===== src/rtl/fft_bundle_seq_if.sv =====
// rtl/fft_bundle_seq_if.sv - handshake bundle between bundle source, sequencer and sink
interface fft_bundle_seq_if #(
  parameter int IDX_W = 5
) ();
  logic             in_valid;
  logic             in_sof;
  logic             in_ready;
  logic             bf_en;
  logic [IDX_W-1:0] bundle_idx;
  logic             out_valid;
  logic             out_sof;
  logic             out_eof;
  logic             out_ready;

  modport master (
    output in_valid, in_sof, out_ready,
    input  in_ready, bf_en, bundle_idx, out_valid, out_sof, out_eof
  );

  modport slave (
    input  in_valid, in_sof, out_ready,
    output in_ready, bf_en, bundle_idx, out_valid, out_sof, out_eof
  );
endinterface


===== src/rtl/fft_bundle_seq.sv =====
// rtl/fft_bundle_seq.sv - radix-2^2 bundle sequencer; optional FFT_SEQ_STATS_EN adds frame/drop counters
module fft_bundle_seq #(
  parameter int N_BUNDLE = 32,
  parameter int LAT      = 1,
  parameter int IDX_W    = $clog2(N_BUNDLE)
) (
  input  logic              clk,
  input  logic              rst_n,
  fft_bundle_seq_if.slave   bus,
  output logic              frame_err,
  input  logic              clr_err
`ifdef FFT_SEQ_STATS_EN
  ,
  output logic [15:0]       frame_cnt,
  output logic [15:0]       drop_cnt
`endif
);

  typedef enum logic {IDLE, RUN} state_t;

  localparam logic [IDX_W-1:0] LAST_IDX = IDX_W'(N_BUNDLE - 1);
  localparam logic [IDX_W-1:0] ONE_IDX  = IDX_W'(1);

  state_t           state, state_nxt;
  logic [IDX_W-1:0] cnt, cnt_nxt;
  logic [LAT-1:0]   tag_v, tag_sof, tag_eof;
  logic             advance, acc;
  logic             push_v, push_sof, push_eof, err_set;

  // The whole pipe moves whenever the output slot is empty or being drained.
  assign advance      = !tag_v[LAT-1] || bus.out_ready;
  assign bus.bf_en    = rst_n & advance;
  assign bus.in_ready = rst_n & advance;
  assign acc          = bus.in_valid & bus.in_ready;

  assign bus.out_valid = tag_v[LAT-1];
  assign bus.out_sof   = tag_sof[LAT-1];
  assign bus.out_eof   = tag_eof[LAT-1];

  // Frame state register.
  always_ff @(posedge clk or negedge rst_n) begin
    if (!rst_n) begin
      state <= IDLE;
      cnt   <= '0;
    end else begin
      state <= state_nxt;
      cnt   <= cnt_nxt;
    end
  end

  // Framing decisions: what enters the pipe, where we are in the frame, error detection.
  always_comb begin
    state_nxt      = state;
    cnt_nxt        = cnt;
    push_v         = 1'b0;
    push_sof       = 1'b0;
    push_eof       = 1'b0;
    err_set        = 1'b0;
    bus.bundle_idx = '0;
    case (state)
      IDLE: begin
        if (acc) begin
          if (bus.in_sof) begin
            push_v    = 1'b1;
            push_sof  = 1'b1;
            cnt_nxt   = ONE_IDX;
            state_nxt = RUN;
          end else begin
            err_set = 1'b1;
          end
        end
      end
      RUN: begin
        bus.bundle_idx = (bus.in_valid && bus.in_sof) ? '0 : cnt;
        if (acc) begin
          push_v = 1'b1;
          if (bus.in_sof) begin
            // Premature start: resync onto the new frame, old frame never gets eof.
            err_set  = 1'b1;
            push_sof = 1'b1;
            cnt_nxt  = ONE_IDX;
          end else if (cnt == LAST_IDX) begin
            push_eof  = 1'b1;
            cnt_nxt   = '0;
            state_nxt = IDLE;
          end else begin
            cnt_nxt = cnt + ONE_IDX;
          end
        end
      end
      default: state_nxt = IDLE;
    endcase
  end

  // Tag pipeline tracks the datapath stage by stage; bubbles carry v=0.
  always_ff @(posedge clk or negedge rst_n) begin
    if (!rst_n) begin
      tag_v   <= '0;
      tag_sof <= '0;
      tag_eof <= '0;
    end else if (advance) begin
      for (int k = LAT - 1; k > 0; k--) begin
        tag_v[k]   <= tag_v[k-1];
        tag_sof[k] <= tag_sof[k-1];
        tag_eof[k] <= tag_eof[k-1];
      end
      tag_v[0]   <= push_v;
      tag_sof[0] <= push_sof;
      tag_eof[0] <= push_eof;
    end
  end

  // Sticky framing error; a new error outranks a simultaneous clear.
  always_ff @(posedge clk or negedge rst_n) begin
    if (!rst_n)       frame_err <= 1'b0;
    else if (err_set) frame_err <= 1'b1;
    else if (clr_err) frame_err <= 1'b0;
  end

`ifdef FFT_SEQ_STATS_EN
  logic frame_done, drop_hit;
  assign frame_done = bus.out_valid & bus.out_ready & bus.out_eof;
  assign drop_hit   = (state == IDLE) & acc & !bus.in_sof;

  // Saturating statistics counters, cleared together with the error flag.
  always_ff @(posedge clk or negedge rst_n) begin
    if (!rst_n) begin
      frame_cnt <= '0;
      drop_cnt  <= '0;
    end else if (clr_err) begin
      frame_cnt <= '0;
      drop_cnt  <= '0;
    end else begin
      if (frame_done && frame_cnt != 16'hFFFF) frame_cnt <= frame_cnt + 16'd1;
      if (drop_hit && drop_cnt != 16'hFFFF)    drop_cnt  <= drop_cnt + 16'd1;
    end
  end
`endif

endmodule

===== src/flat_wrapper.sv =====
// flat-port wrapper written by rule: the top's interface ports become plain ports
module fft_bundle_seq_flat 
#(
  parameter int N_BUNDLE = 32,
  parameter int LAT      = 1,
  parameter int IDX_W    = $clog2(N_BUNDLE)
)
  (clk, rst_n, frame_err, clr_err, bus_in_valid, bus_in_sof, bus_out_ready, bus_in_ready, bus_bf_en, bus_bundle_idx, bus_out_valid, bus_out_sof, bus_out_eof);
  fft_bundle_seq_if #(.IDX_W(IDX_W)) bus_i ();
  input  logic clk;
  input  logic rst_n;
  output logic frame_err;
  input  logic clr_err;
  input wire logic [$bits(bus_i.in_valid)-1:0] bus_in_valid;
  input wire logic [$bits(bus_i.in_sof)-1:0] bus_in_sof;
  input wire logic [$bits(bus_i.out_ready)-1:0] bus_out_ready;
  output wire logic [$bits(bus_i.in_ready)-1:0] bus_in_ready;
  output wire logic [$bits(bus_i.bf_en)-1:0] bus_bf_en;
  output wire logic [$bits(bus_i.bundle_idx)-1:0] bus_bundle_idx;
  output wire logic [$bits(bus_i.out_valid)-1:0] bus_out_valid;
  output wire logic [$bits(bus_i.out_sof)-1:0] bus_out_sof;
  output wire logic [$bits(bus_i.out_eof)-1:0] bus_out_eof;
  assign bus_i.in_valid = bus_in_valid;
  assign bus_i.in_sof = bus_in_sof;
  assign bus_i.out_ready = bus_out_ready;
  assign bus_in_ready = bus_i.in_ready;
  assign bus_bf_en = bus_i.bf_en;
  assign bus_bundle_idx = bus_i.bundle_idx;
  assign bus_out_valid = bus_i.out_valid;
  assign bus_out_sof = bus_i.out_sof;
  assign bus_out_eof = bus_i.out_eof;
  fft_bundle_seq #(.N_BUNDLE(N_BUNDLE), .LAT(LAT), .IDX_W(IDX_W)) u_core (.clk(clk), .rst_n(rst_n), .bus(bus_i), .frame_err(frame_err), .clr_err(clr_err));
endmodule

===== config.mk =====
export PLATFORM = sky130hd
export DESIGN_NAME = fft_bundle_seq_flat
export DESIGN_NICKNAME = d
export VERILOG_FILES = /design/src/rtl/fft_bundle_seq_if.sv /design/src/rtl/fft_bundle_seq.sv /design/src/flat_wrapper.sv
export SDC_FILE = /design/constraint.sdc
export NUM_CORES = 1
export LEC_CHECK = 0
export ABC_AREA = 1
export ABC_CLOCK_PERIOD_IN_PS = 1200
export CORE_UTILIZATION = 40
export DETAILED_ROUTE_END_ITERATION = 8
export GPL_TIMING_DRIVEN = 0
export PLACE_DENSITY_LB_ADDON = 0.05
export SETUP_SLACK_MARGIN = 0.02
export SYNTH_ARGS = -nofsm -noshare
export SYNTH_HDL_FRONTEND = slang
export SYNTH_SLANG_ARGS = --single-unit

===== constraint.sdc =====
create_clock -name clk -period 1.2 [get_ports clk]
set_input_delay 0.18 -clock clk [delete_from_list [all_inputs] [get_ports clk]]
set_output_delay 0.18 -clock clk [all_outputs]
set_load 0.02 [all_outputs]

==> results of run 1 <==
[placed cells by master, fill, tap and decap left out, types with 3 or more instances in the layout]
| cell | n |
|---|---|
| sky130_fd_sc_hd__buf_4 | 12 |
| sky130_fd_sc_hd__buf_6 | 4 |
| sky130_fd_sc_hd__clkbuf_4 | 3 |
| sky130_fd_sc_hd__dfrtp_1 | 9 |
| sky130_fd_sc_hd__dlygate4sd2_1 | 4 |
| sky130_fd_sc_hd__inv_1 | 8 |
| sky130_fd_sc_hd__inv_2 | 5 |
| sky130_fd_sc_hd__nand2_1 | 23 |
| sky130_fd_sc_hd__nand2_4 | 3 |
| sky130_fd_sc_hd__nand3_1 | 3 |
| sky130_fd_sc_hd__nor2_1 | 10 |
[area by class of cell]
type | instances | area share (%)
multi-input combinational | 54 | 35.33
sequential | 10 | 27.31
timing repair buffer | 26 | 26.09
inverter | 14 | 5.978
clock buffer | 3 | 2.446
tap | 15 | 2.038
buffer | 1 | 0.8152
[synth_stat cells, types with 2 or more instances]
cell	number	area, µm²
sky130_fd_sc_hd__nand2_1	25	93.84
sky130_fd_sc_hd__nor2_1	12	45.04
sky130_fd_sc_hd__o21ai_0	4	20.02
sky130_fd_sc_hd__nand3_1	3	15.01
sky130_fd_sc_hd__ha_1	2	25.02
sky130_fd_sc_hd__dfrtp_1	10	250.2
sky130_fd_sc_hd__inv_2	2	7.510
sky130_fd_sc_hd__inv_1	12	45.04
[tightest hold or removal path: stages]
cell and delay [ns]:
sky130_fd_sc_hd__clkdlybuf4s15_2 0.23, sky130_fd_sc_hd__nand3_1 0.09, sky130_fd_sc_hd__nand2_1 0.05
[worst paths after layout]
path | slack, ns | to | cells past startpoint | from
hold reg to reg | 0.49 | u_core.bus.out_eof | 2 | u_core.bus.out_eof
max in group asynchronous | 0.27 | u_core.state | 2 | rst_n
min in group asynchronous | 0.59 | u_core.bus.out_valid | 2 | rst_n
setup reg to reg | -0.11 | u_core.cnt[0] | 7 | u_core.cnt[0]
hold / removal | 0.34 | u_core.state | 3 | bus_in_sof
setup / recovery | -0.12 | bus_bundle_idx[0] | 5 | u_core.cnt[0]
[kinds of logic after synthesis]
family / after synthesis
AO/OA/AOI/OAI: 6
adder cells (fa/ha/maj): 2
buffers and inverters: 15
flip-flops: 10
AND/OR/NAND/NOR: 46
[state kept, by name, summed over array words and instances, names as in the netlist]
signal / cells
u_core.cnt: 5
u_core.bus.out_eof: 1
u_core.bus.out_sof: 1
u_core.bus.out_valid: 1
u_core.frame_err: 1
u_core.state: 1
[per-stage QoR]
step | area, µm² | utilization (%) | total power [W] | setup TNS, ns | hold slack [ns]
finish | 920.9 | 69.90 | 0.001164 | -0.5343 | 0.3380
global route | 920.9 | 69.90 | 0.001233 | -1.047 | 0.3519
CTS | 849.6 | 64.48 | 0.001118 | -0.6882 | 0.3330
detailed placement | 770.7 | 58.50 | 0.0008077 | -10.15 | 0.4677
global placement | 770.7 | 58.50 | 0.0007983 | -9.862 | 0.4644
floorplan | 591.8 | - | 0.0006619 | -0.1159 | -0.1156
[power by group]
group,switching [W],leakage [nW],internal (W)
registers,0.0000429,0.129,0.000388
clock network,0.000115,0.0138,0.000116
logic,0.000260,0.357,0.000242
total,0.000418,0.500,0.000746
[timing repair]
item,CTS,global route
pin swaps,7,8
gates resized for setup,56,13
hold buffers,1,0
setup buffers,6,3
hold endpoints to repair,10,0
setup endpoints to repair,21,15
[per-layer routing]
| metal | track usage (%) | routed length [µm] |
|---|---|---|
| met1 | 23.53 | 599 |
| met4 | 10.34 | 8 |
| met5 | 0 | 0 |
| met3 | 1.667 | 58 |
| met2 | 32.66 | 755 |
==> flow_summary.rst, run 1 <==
.. list-table::
   :header-rows: 1

   * - Metric
     - Value
   * - FMAX
     - 758.0 MHz
   * - Violated checks
     - setup timing
   * - Number of failing setup endpoints in the final timing report
     - 8
   * - Cell occurring most often along the worst timing path
     - sky130_fd_sc_hd__buf_4
   * - Max_cap viols
     - 0
   * - Antenna diode count
     - 0
   * - Required time at the endpoint of the critical path
     - 1.02 ns
   * - Vias after detailed routing
     - 587
   * - Share of layout cells above drive strength 1
     - ~40%
   * - Clock period minus worst slack
     - 1.319 ns
   * - Fillers
     - about 110
   * - Areal power density over the cells
     - 1264 mW/mm²
   * - Count of buffering cells on the critical path with inverters included
     - 4
   * - Area taken by multi-input logic gates
     - 325.3 µm²
   * - Synth cell types
     - 17
   * - Longest Clk Path Bufs
     - 2
   * - Detailed router's first-iteration violation count
     - 11
   * - Layout Cells excl Fill
     - 123
   * - Routed vias/inst
     - 4.772
   * - Leakage power total
     - 0.5003 nW
   * - Mean instance size in the synthesized netlist
     - 7.333 µm²
   * - Die boundary width
     - 40.06 µm
   * - Clock edge transition at the registers on the reported setup and hold paths
     - around 0.070 ns
   * - Synthesis-stage register bit count
     - 10
   * - Area share of fa/ha/maj cells after synthesis
     - 4.320%
   * - Seq/Total Area, Yosys
     - 43.20%
   * - Layout Skew
     - 0.003765 ns
   * - Portion of netlist area occupied by mux cells
     - 0%
   * - Total count of hold-check failures in the final report
     - 0
   * - Maximum resistive drop on vdd
     - 0.0006936 V
   * - Routability congestion estimate
     - 0.7675
   * - Clock insertion delay at the later pin of the skew report
     - 0.26 ns
   * - Drc violations
     - 0
   * - Number of nets in the finished design
     - 118
   * - H-tree levels
     - 1
   * - Number of iterations in the first detailed-routing pass
     - 4
   * - Pin count of the biggest net entering global routing
     - 11
   * - CORE AREA
     - 0.001318 mm²
   * - Site Rows
     - 13
   * - PortBufs
     - 16
   * - Via count of the first global-routing pass
     - around 470
   * - Basic-gate share of the synthesized area counting and, or, nand and nor cells
     - 36.29%
   * - First-pass GRT wire length
     - ~2000 µm
   * - Dominant combinational cell family by area after synthesis
     - simple AND/OR/NAND/NOR gates
   * - Setup repair after global routing missed its margin
     - true
   * - Worst-margin pin slew
     - ~0.45 ns
   * - Sum of overflow across all layers after global routing
     - 0
   * - Global-route usage over all layers
     - 19.14%
   * - CP endpoint kind
     - primary output
   * - Cell-by-cell listing of the critical path
     - buf_4 -> buf_6 -> inv_1 -> nor2_1 -> buf_4
   * - Number of nets produced by synthesis
     - 87
   * - Post-route setup slack
     - -0.1192 ns
   * - Synth warnings
     - 0
   * - Sequential cell area
     - 251.5 µm²
   * - Final wirelength
     - 1422 µm
   * - Post-DR wirelength/cell
     - 11.56 µm
   * - CP delay by family, top
     - buffers and inverters
   * - Number of synthesized flops with an enable pin
     - 0
   * - CTS buffer count
     - 3
   * - Initial Util
     - 43.97%
   * - Post-DP HPWL
     - 862.3 µm
   * - Die span in y
     - ~40 µm
   * - Placed cell count
     - 110
   * - Dominant register cell in the synthesized netlist
     - sky130_fd_sc_hd__dfrtp_1
   * - Worst setup path category
     - reg2out
   * - Largest fanout on the critical path
     - 2
   * - Async set-reset flop share out of synthesis
     - 100.0%
   * - Die Footprint
     - between 0.0015 and 0.002 mm²
   * - Arrival time at the worst endpoint
     - 1.14 ns
   * - Number of antenna violations at the first check in global routing
     - 0
   * - Outcome
     - finished with violations
   * - Synth Instances
     - 79
   * - Synthesized-area fraction occupied by ao, oa, aoi and oai cells
     - 5.832%
   * - Xor and xnor area share after synthesis
     - 0%
   * - Number of top-level pins
     - 17
   * - HP Class
     - in2reg
   * - Clk Tree Root Cell
     - sky130_fd_sc_hd__clkbuf_4
   * - Post-synth design cell area
     - approximately 580 µm²
   * - Post-detailed-route count of antenna-violating nets
     - 0
   * - Area Overhead vs Synth
     - 58.96%
   * - Largest stage delay, worst path
     - 0.39 ns
   * - Max transition margin
     - 69.62%
   * - Clock sink total
     - 10
   * - Sort of element at the start of the critical path
     - flop
   * - Setup WS pre-CTS
     - -1.056 ns
   * - Final critical-path share of the clock period
     - 109.9%
   * - Clock tree from TritonCTS
     - built
   * - Slowest stage cell on the critical path
     - sky130_fd_sc_hd__dfrtp_1
   * - Max-slew violations
     - 0
(Power assumes the default switching activity.)
==> run 2, diff against run 1 <==
MAX_ROUTING_LAYER = met4   (was default)
==> results of run 2 <==
No change in the layout: final DEF, timing and power equal those of run 1.
Main changes from that run: final weighted congestion in routability-driven placement 0.7675 -> 0.7778; overall routing resource usage 19.14% -> 19.69%
==> run 3, diff against run 2 <==
ABC_CLOCK_PERIOD_IN_PS = 1400   (was 1200)
CORE_UTILIZATION = 44   (was 40)
clock period = 1.4 ns   (was 1.2 ns; I/O delays follow)
==> flow_summary.rst, run 3 (synthesis gave the netlist of run 1 again) <==
.. list-table::
   :header-rows: 1

   * - Metric
     - Value
   * - H-tree levels
     - 1 (unchanged)
   * - CTS buffer count
     - 3 (unchanged)
   * - Die span in y
     - 38.29 µm (-4.4%)
   * - Clk Tree Root Cell
     - sky130_fd_sc_hd__clkbuf_4
   * - Clock sink total
     - 10 (unchanged)
   * - Register with the most flip-flops
     - u_core.cnt
   * - Placed inst area
     - 759.5 µm² (-1.5%)
   * - Worst hold-check slack
     - 0.2521 ns (-0.08586 ns)
   * - Worst Setup SP
     - u_core.cnt[0]
   * - Sort of element at the start of the critical path
     - flop
   * - Commonest non-fill, non-tap cell in the layout
     - sky130_fd_sc_hd__nand2_1
   * - Largest fanout on the critical path
     - 3 (+1)
   * - CP endpoint kind
     - flop
   * - Worst setup path category
     - reg2reg
   * - PortBufs
     - 16 (unchanged)
   * - Final design utilization
     - 75.21% (+5.3 points)
   * - Total count of hold-check failures in the final report
     - 0 (unchanged)
   * - Number of failing setup endpoints in the final timing report
     - 0 (-8)
   * - Cell count of the worst reg-to-reg path
     - 7 (unchanged)
   * - Vias after detailed routing
     - 579 (-1.4%)
   * - Final critical-path share of the clock period
     - 97.17%
   * - Layout Skew
     - 0.006032 ns (+0.002267 ns)
   * - Drc violations
     - 0 (unchanged)
   * - Worst Min Path Start
     - bus_in_sof
   * - Most used cells in the layout excluding fill and tap cells
     - 23 x sky130_fd_sc_hd__nand2_1, 10 x sky130_fd_sc_hd__inv_1, 10 x sky130_fd_sc_hd__nor2_1
   * - Max-slew violations
     - 0 (unchanged)
   * - Clock period minus worst slack
     - between 1 and 1.5 ns
   * - Die boundary width
     - 38.29 µm (-4.4%)
   * - Site Rows
     - 12 (-1)
   * - Worst r2r dst
     - u_core.cnt[0]
   * - Routability congestion estimate
     - 0.7792
   * - Largest stage delay, worst path
     - 0.40 ns (about the same)
   * - Max_cap viols
     - 0 (unchanged)
   * - Arrival time at the worst endpoint
     - 1.52 ns (+0.38 ns)
   * - Hold worst-path end
     - u_core.state
   * - Worst flop-to-flop path startpoint
     - u_core.cnt[0]
   * - Post-DR wirelength/cell
     - 11.27 µm (-2.5%)
   * - Worst hold stages
     - 3 (unchanged)
   * - Via count of the first global-routing pass
     - 448 (-5.5%)
   * - Areal power density over the cells
     - 1147 mW/mm² (-9.2%)
   * - Outcome
     - finished, final reports clean
   * - Initial Util
     - 49.47% (+5.5 points)
   * - Cell-by-cell listing of the critical path
     - ha_2 -> nand2_2 -> nor2_4 -> ha_4 -> nor2_1 -> nor3_1 -> o21ai_1
   * - Number of antenna violations at the first check in global routing
     - 0 (unchanged)
   * - Total power consumption of the routed design
     - 0.001010 W (-13%)
   * - Max transition margin
     - 68.40% (-1.2 points)
   * - Worst-case register-to-register setup slack
     - 0.04 ns (+0.15 ns)
   * - Area Overhead vs Synth
     - 52.05%
   * - Maximum resistive drop on vdd
     - 0.0007198 V (+3.8%)
   * - Longest Clk Path Bufs
     - 2 (unchanged)
   * - Post-DP HPWL
     - 873.1 µm (+1.3%)
   * - Required time at the endpoint of the critical path
     - 1.55 ns (+0.53 ns)
   * - Clock edge transition at the registers on the reported setup and hold paths
     - 0.08 ns (about the same)
   * - FMAX
     - 735.1 MHz
   * - Worst-margin pin slew
     - 0.4725 ns (+0.01829 ns)
   * - Number of nets in the finished design
     - 115 (-2.5%)
   * - Routed vias/inst
     - 4.825 (+1.1%)
   * - Clock insertion delay at the later pin of the skew report
     - 0.27 ns (about the same)
   * - Global-route usage over all layers
     - 19.34%
   * - Leakage power total
     - 0.4723 nW (-5.6%)
   * - Die Footprint
     - 0.001466 mm² (-8.6%)
   * - Share of layout cells above drive strength 1
     - 34.91% (-4.0 points)
   * - Flip-flop count of the largest register, all copies and words added
     - 5 (unchanged)
   * - Number of top-level pins
     - 17 (unchanged)
   * - Detailed router's first-iteration violation count
     - 21 (+10)
   * - Clock tree from TritonCTS
     - built
   * - HP Class
     - in2reg
   * - Sum of overflow across all layers after global routing
     - 0 (unchanged)
   * - Number of iterations in the first detailed-routing pass
     - 4 (unchanged)
   * - Slowest stage cell on the critical path
     - sky130_fd_sc_hd__dfrtp_1
   * - Post-route standard cell area excluding fillers
     - 880.8 µm² (-4.3%)
   * - Final wirelength
     - 1352 µm (-4.9%)
   * - First-pass GRT wire length
     - 1835 µm (-8.0%)
   * - CORE AREA
     - 0.001171 mm² (-11%)
   * - Post-detailed-route count of antenna-violating nets
     - 0 (unchanged)
   * - Antenna diode count
     - 0 (unchanged)
   * - Pin count of the biggest net entering global routing
     - 11 (unchanged)
[run 3: cell count changes in the layout (fill, tap and decap cells not counted), sizes merged]
cell           delta
clkbuf            +1
buf               -7
clkdlybuf4s15     +3
dlymetal6s2s      +1
[run 3: repair_timing]
item	in CTS	in global routing
endpoints found under the hold margin	10	0
gates resized for setup	38	14
endpoints found under the setup margin	17	10
pin swaps	1	7
setup buffers	3	3
hold buffers	1	0
[run 3: power by group]
part | switching, W | total (W) | internal [W]
combinational | 0.000198 | 0.000365 | 0.000167
clock | 0.000110 | 0.000268 | 0.000158
sequential | 0.0000447 | 0.000377 | 0.000333
[run 3: worst max-delay path, delay by kind of cell (launching register included)]
family | cells | cell delay, ns
compound gates | 1 | 0.09
fa+ha+maj | 2 | 0.36
flops | 1 | 0.40
simple gates | 4 | 0.41
[run 3: layer usage]
metal	vias up	share of wire, %	GRT usage, %
met5	-	0	-
li1	298	-	-
met1	257	44	24.06
met3	2	6.1	3.488
met4	0	0.74	10.71
met2	22	49	29.66
[run 3: how the worst max path moves through the flow]
stage | end | cells after the start
final | u_core.cnt[0] | 7
after global routing | u_core.cnt[0] | 7
after CTS | bus_in_ready | 7
after detailed placement | bus_in_ready | 5
after global placement | bus_in_ready | 5
after floorplan | bus_in_ready | 4
[run 3: cell type report]
class,instances,area [µm²]
inverter,14,52.55
fill,93,290.3
sequential,10,251.5
clock buffer,4,36.28
buffer,1,7.507
timing repair buffer,23,205.2
tap,14,17.52
multi-input combinational,54,310.3
[run 3: stage by stage]
| stage | worst slack (ns) | setup TNS (ns) | cells |
|---|---|---|---|
| floorplan | 0.1098 | 0 | 79 |
| global placement | -0.8572 | -7.086 | 109 |
| detailed placement | -0.8804 | -7.163 | 109 |
| CTS | 0.01027 | 0 | 117 |
| global route | -0.03626 | -0.03626 | 120 |
| finish | 0.03958 | 0 | 120 |
